File: config.mk
export PLATFORM = sky130hd
export DESIGN_NAME = mem_hold_ctrl
export DESIGN_NICKNAME = d
export VERILOG_FILES = /design/src/rtl/mem_hold_ctrl.sv
export SDC_FILE = /design/constraint.sdc
export NUM_CORES = 1
export LEC_CHECK = 0
export CAP_MARGIN = 20
export CORE_ASPECT_RATIO = 0.8
export CORE_UTILIZATION = 40
export CTS_CLUSTER_DIAMETER = 100
export CTS_CLUSTER_SIZE = 25
export DETAILED_ROUTE_END_ITERATION = 8
export PLACE_DENSITY_LB_ADDON = 0.08
export SLEW_MARGIN = 15
export SYNTH_ARGS = -nofsm -noshare
export SYNTH_HDL_FRONTEND = slang
export SYNTH_SLANG_ARGS = --single-unit
File: constraint.sdc
create_clock -name CLK -period 3.4 [get_ports CLK]
set_clock_uncertainty 0.05 [all_clocks]
set_input_delay 1.02 -clock CLK [delete_from_list [all_inputs] [get_ports CLK]]
set_output_delay 1.02 -clock CLK [all_outputs]
set_load 0.01 [all_outputs]
File: src/rtl/mem_hold_ctrl.sv
// Single-outstanding memory responder for the control unit's MR/MW requests.
// Holds the pipeline (HOLD) while an access is in flight and reports timeouts/illegal requests.
module mem_hold_ctrl #(
    parameter int ADDR_W  = 32,
    parameter int DATA_W  = 32,
    parameter int TIMEOUT = 15
) (
    input  logic              CLK,
    input  logic              RST_N,
    input  logic              MR_IN,
    input  logic              MW_IN,
    input  logic [ADDR_W-1:0] ADDR_IN,
    input  logic [DATA_W-1:0] WDATA_IN,
    output logic              HOLD,
    output logic [DATA_W-1:0] RDATA,
    output logic              RDATA_VLD,
    output logic              ERR,
    output logic              MEM_REQ,
    output logic              MEM_WE,
    output logic [ADDR_W-1:0] MEM_ADDR,
    output logic [DATA_W-1:0] MEM_WDATA,
    input  logic              MEM_ACK,
    input  logic [DATA_W-1:0] MEM_RDATA,
    output logic              DBG_STATE
);

    // Handshake: MEM_REQ rises with the latched access and stays up, with
    // MEM_WE/MEM_ADDR/MEM_WDATA stable, until the cycle after MEM_ACK is seen
    // high (or the timeout fires). MEM_ACK is ignored outside BUSY.
    typedef enum logic {
        S_IDLE = 1'b0,
        S_BUSY = 1'b1
    } state_t;

    localparam logic [7:0] LP_CNT_LAST = 8'(TIMEOUT - 1);

    state_t            r_state;
    logic              r_hold;
    logic              r_mem_req;
    logic              r_mem_we;
    logic [ADDR_W-1:0] r_mem_addr;
    logic [DATA_W-1:0] r_mem_wdata;
    logic [DATA_W-1:0] r_rdata;
    logic              r_rdata_vld;
    logic              r_err;
    logic [7:0]        r_cnt;

    state_t            w_state_nxt;
    logic              w_hold_nxt;
    logic              w_mem_req_nxt;
    logic              w_mem_we_nxt;
    logic [ADDR_W-1:0] w_mem_addr_nxt;
    logic [DATA_W-1:0] w_mem_wdata_nxt;
    logic [DATA_W-1:0] w_rdata_nxt;
    logic              w_rdata_vld_nxt;
    logic              w_err_nxt;
    logic [7:0]        w_cnt_nxt;

    always_ff @(posedge CLK or negedge RST_N) begin
        if (!RST_N) begin
            r_state     <= S_IDLE;
            r_hold      <= 1'b0;
            r_mem_req   <= 1'b0;
            r_mem_we    <= 1'b0;
            r_mem_addr  <= '0;
            r_mem_wdata <= '0;
            r_rdata     <= '0;
            r_rdata_vld <= 1'b0;
            r_err       <= 1'b0;
            r_cnt       <= '0;
        end else begin
            r_state     <= w_state_nxt;
            r_hold      <= w_hold_nxt;
            r_mem_req   <= w_mem_req_nxt;
            r_mem_we    <= w_mem_we_nxt;
            r_mem_addr  <= w_mem_addr_nxt;
            r_mem_wdata <= w_mem_wdata_nxt;
            r_rdata     <= w_rdata_nxt;
            r_rdata_vld <= w_rdata_vld_nxt;
            r_err       <= w_err_nxt;
            r_cnt       <= w_cnt_nxt;
        end
    end

    always_comb begin
        w_state_nxt     = r_state;
        w_hold_nxt      = r_hold;
        w_mem_req_nxt   = r_mem_req;
        w_mem_we_nxt    = r_mem_we;
        w_mem_addr_nxt  = r_mem_addr;
        w_mem_wdata_nxt = r_mem_wdata;
        w_rdata_nxt     = r_rdata;
        w_rdata_vld_nxt = 1'b0;
        w_err_nxt       = 1'b0;
        w_cnt_nxt       = r_cnt;

        case (r_state)
            S_IDLE: begin
                if (MR_IN && MW_IN) begin
                    w_err_nxt = 1'b1;
                end else if (MR_IN || MW_IN) begin
                    w_state_nxt     = S_BUSY;
                    w_hold_nxt      = 1'b1;
                    w_mem_req_nxt   = 1'b1;
                    w_mem_we_nxt    = MW_IN;
                    w_mem_addr_nxt  = ADDR_IN;
                    w_mem_wdata_nxt = WDATA_IN;
                    w_cnt_nxt       = '0;
                end
            end
            S_BUSY: begin
                // An ack arriving on the last allowed cycle still completes normally.
                if (MEM_ACK) begin
                    w_state_nxt   = S_IDLE;
                    w_hold_nxt    = 1'b0;
                    w_mem_req_nxt = 1'b0;
                    if (!r_mem_we) begin
                        w_rdata_nxt     = MEM_RDATA;
                        w_rdata_vld_nxt = 1'b1;
                    end
                end else if (r_cnt >= LP_CNT_LAST) begin
                    w_state_nxt   = S_IDLE;
                    w_hold_nxt    = 1'b0;
                    w_mem_req_nxt = 1'b0;
                    w_err_nxt     = 1'b1;
                end else if (r_cnt != 8'hFF) begin
                    w_cnt_nxt = r_cnt + 8'd1;
                end
            end
            default: begin
                w_state_nxt   = S_IDLE;
                w_hold_nxt    = 1'b0;
                w_mem_req_nxt = 1'b0;
            end
        endcase
    end

    assign HOLD      = r_hold;
    assign RDATA     = r_rdata;
    assign RDATA_VLD = r_rdata_vld;
    assign ERR       = r_err;
    assign MEM_REQ   = r_mem_req;
    assign MEM_WE    = r_mem_we;
    assign MEM_ADDR  = r_mem_addr;
    assign MEM_WDATA = r_mem_wdata;
    assign DBG_STATE = r_state;

endmodule
==> impl_metrics.py <==
metrics = {
    "setup_path": {
        "reg2reg_to": "r_cnt[0]",
        "rrSetupSlack_ns": 1.60,
        "crit_start": "MR_IN",
        "critPathMaxFanout": 72,
        "cp-start-kind": "input port",
        "rr_worst_depth": 3,
        "worstPathRequired_ns": 3.54,
        "endpoint_kind": "flop",
        "crit_arrival_ns": 2.86,
        "timing.rr.start": "DBG_STATE",
        "crit_end": "r_cnt[0]",
        "path_class": "in2reg",
    },
    "die": {
        "core_sq_um": 10400,
        "die_h_microns": 94.8,
        "dieArea_sq_um": 11200,
        "die_w_microns": 118,
        "rows": 33,
        "io_pins": 203,
        "start_util_pct": 41.6,
    },
    "clock_network": {
        "cts_tree": "done",
        "clock-root-buffer": "clkbuf_16",
        "ctsResizeCount": 0,
        "ctsHtreeMaxLevel": 3,
        "clock_path_buffers": 2,
        "clk_pin_slew_worst_paths_ns": 0.06,
        "cts_setup_buffers": 0,
        "cts.sinks": 109,
        "cts_inserted_buffers": 9,
        "clock_latency_ns": 0.34,
        "cts_hold_buf": 0,
    },
    "pwr": {
        "total_power_mw": 4.93,
        "p_leak_nw": 3.14,
        "powerDensity_nw_per_um2": 737,
        "ir_worst_vdd_mv": 0.370,
    },
    "synth": {
        "yosys_warnings": 0,
        "netlist-cell-type-count": 32,
        "synthCells": 398,
        "synthesis.nets": 503,
        "synthTopCellsByCount": "nand2_1, dfrtp_1, mux2_2, buf_6, buf_2",
        "yosysMostFrequentCell": "nand2_1",
        "ys.flop_type": "dfrtp_1",
        "synth_area_sq_um": 4310,
        "yosysTopAreaCell": "dfrtp_1",
        "synth.ff_latch_count": 109,
        "synth_top_cell_area_share_pct": 63.3,
        "async_flop_share_pct": 100,
        "postSynthAreaPerCell_sq_um": 10.8,
        "ys_seq_area_share_pct": 63.3,
        "synth_edf_count": 0,
        "synth_area_leaders": "dfrtp_1, nand2_1, mux2_2",
    },
    "timing": {
        "maxSlewHeadroom_pct": 47.7,
        "finalHoldViolations": 0,
        "slew_violations": 0,
        "fin_crit_ns": 2.72,
        "worst_slew_pin_slew_ns": 0.784,
        "fmax_mhz": 368,
        "rsz0062_at_grt": "no",
        "setup_viol": 0,
        "fin_crit_sh_pct": 80.0,
        "fin_setup_tns_ns": 0,
    },
    "detailed_routing": {
        "wl_per_cell_microns": 14.1,
        "drc": 0,
        "drt_wl_total_microns": 10400,
        "ant_nets": 0,
        "via_per_inst": 4.55,
        "detail_route.first_pass.iterations": 4,
        "vias": 3375,
        "first_iter_violations": 208,
    },
    "finish": {
        "drive_gt1_share_pct": 9.98,
        "syn_to_final_growth_pct": 55.3,
        "fill_cells": 829,
        "antenna_cells": 0,
        "multi_input_area_sq_um": 1410,
        "nNetsFinal": 702,
        "seq_area_sq_um": 2730,
    },
    "flow_run": {
        "cap_violations": 0,
    },
    "status": {
        "outcome": "complete, no violations",
    },
    "grt": {
        "grt_max_degree": 73,
        "grt_overflow": 0,
        "grt_first_pass_wirelength_microns": 16500,
        "grt_antenna_before_repair": 0,
        "grtUsageTotal_pct": 18.9,
        "grt_pass1_vias": 3336,
    },
    "placement": {
        "place_congestion": 0.772,
        "post-dp-hpwl_microns": 7460,
        "io_buffers": 202,
    },
    "worst_hold_path": {
        "min_path_type": "reg2reg",
    },
}
[flip-flops by register name (all words and copies together), names as in the netlist]
register and flops:
MEM_REQ 1, MEM_ADDR 32, MEM_WE 1, RDATA 32
r_cnt 8, RDATA_VLD 1, DBG_STATE 1, ERR 1
MEM_WDATA 32
[power breakdown]
part	total (mW)	internal (mW)	switching, mW
sequential	2.00	1.75	0.250
combinational	1.90	1.13	0.769
clock	1.03	0.608	0.424
total	4.93	3.49	1.44
[placed cells by master, fill, tap and decap left out, types with 2 or more instances in the layout]
master / count
ha_1: 4
inv_1: 5
nand4_1: 2
clkbuf_16: 9
nand2_1: 196
a41oi_1: 2
clkbuf_8: 2
nand2b_1: 2
and2_1: 2
clkdlybuf4s50_1: 201
nor2_1: 3
and2_4: 3
a22o_1: 2
clkbuf_1: 3
mux2_2: 32
buf_4: 7
dfrtp_1: 109
[through the flow]
stage	hold WS [ns]	util (%)	area, sq um	cells	worst slack [ns]
final	0.424	64.6	6690	741	0.681
after global routing	0.451	64.6	6690	741	0.608
after CTS	0.428	64.6	6690	741	0.717
after detailed placement	0.411	61.7	6400	726	0.340
after global placement	0.407	61.7	6400	726	0.427
after floorplan	0.430	-	4310	398	1.21
[cells by family (layout without fill, tap and decap cells)]
family                     Yosys count  in the layout  share of synthesized area [%]
muxes                               33             33                           8.60
buffers and inverters               25            228                           4.10
and+or+nand+nor                    217            217                           20.9
adders and majority gates            4              4                           1.16
DFF                                109            109                           63.3
AOI/OAI and AO/OA                   10             10                           1.92
[critical path: stages]
cell and delay [ns]:
clkdlybuf4s50_1 0.49, inv_1 0.06, ha_1 0.24, or3_4 0.68, nand3_1 0.20, o311ai_0 0.14
[worst min-delay path by stage]
| stage | startpoint | to | slack, ns | cells past startpoint |
|---|---|---|---|---|
| finish | MEM_ADDR[15] | MEM_ADDR[15] | 0.42 | 2 |
| global route | MEM_ADDR[13] | MEM_ADDR[13] | 0.45 | 2 |
| CTS | MEM_WDATA[23] | MEM_WDATA[23] | 0.43 | 2 |
| detailed placement | MEM_WDATA[15] | MEM_WDATA[15] | 0.41 | 2 |
| global placement | MEM_WDATA[11] | MEM_WDATA[11] | 0.41 | 2 |
| floorplan | r_cnt[2] | r_cnt[2] | 0.43 | 1 |
[routing by layer]
layer,up-vias,part of all wire (%),GRT usage [%]
met1,1578,44,24.4
met4,0,1.4,6.84
met3,8,7.6,6.22
li1,1648,-,-
met5,-,0,0
met2,141,47,30.0
[area by class of cell]
class,count,share of cell area (%)
Sequential cell,109,40.8
Timing Repair Buffer,208,30.9
Multi-Input combinational cell,264,21.1
Clock buffer,14,3.95
Tap cell,140,2.62
Clock inverter,1,0.449
Inverter,5,0.281
Power figures use the tool's default switching activity.
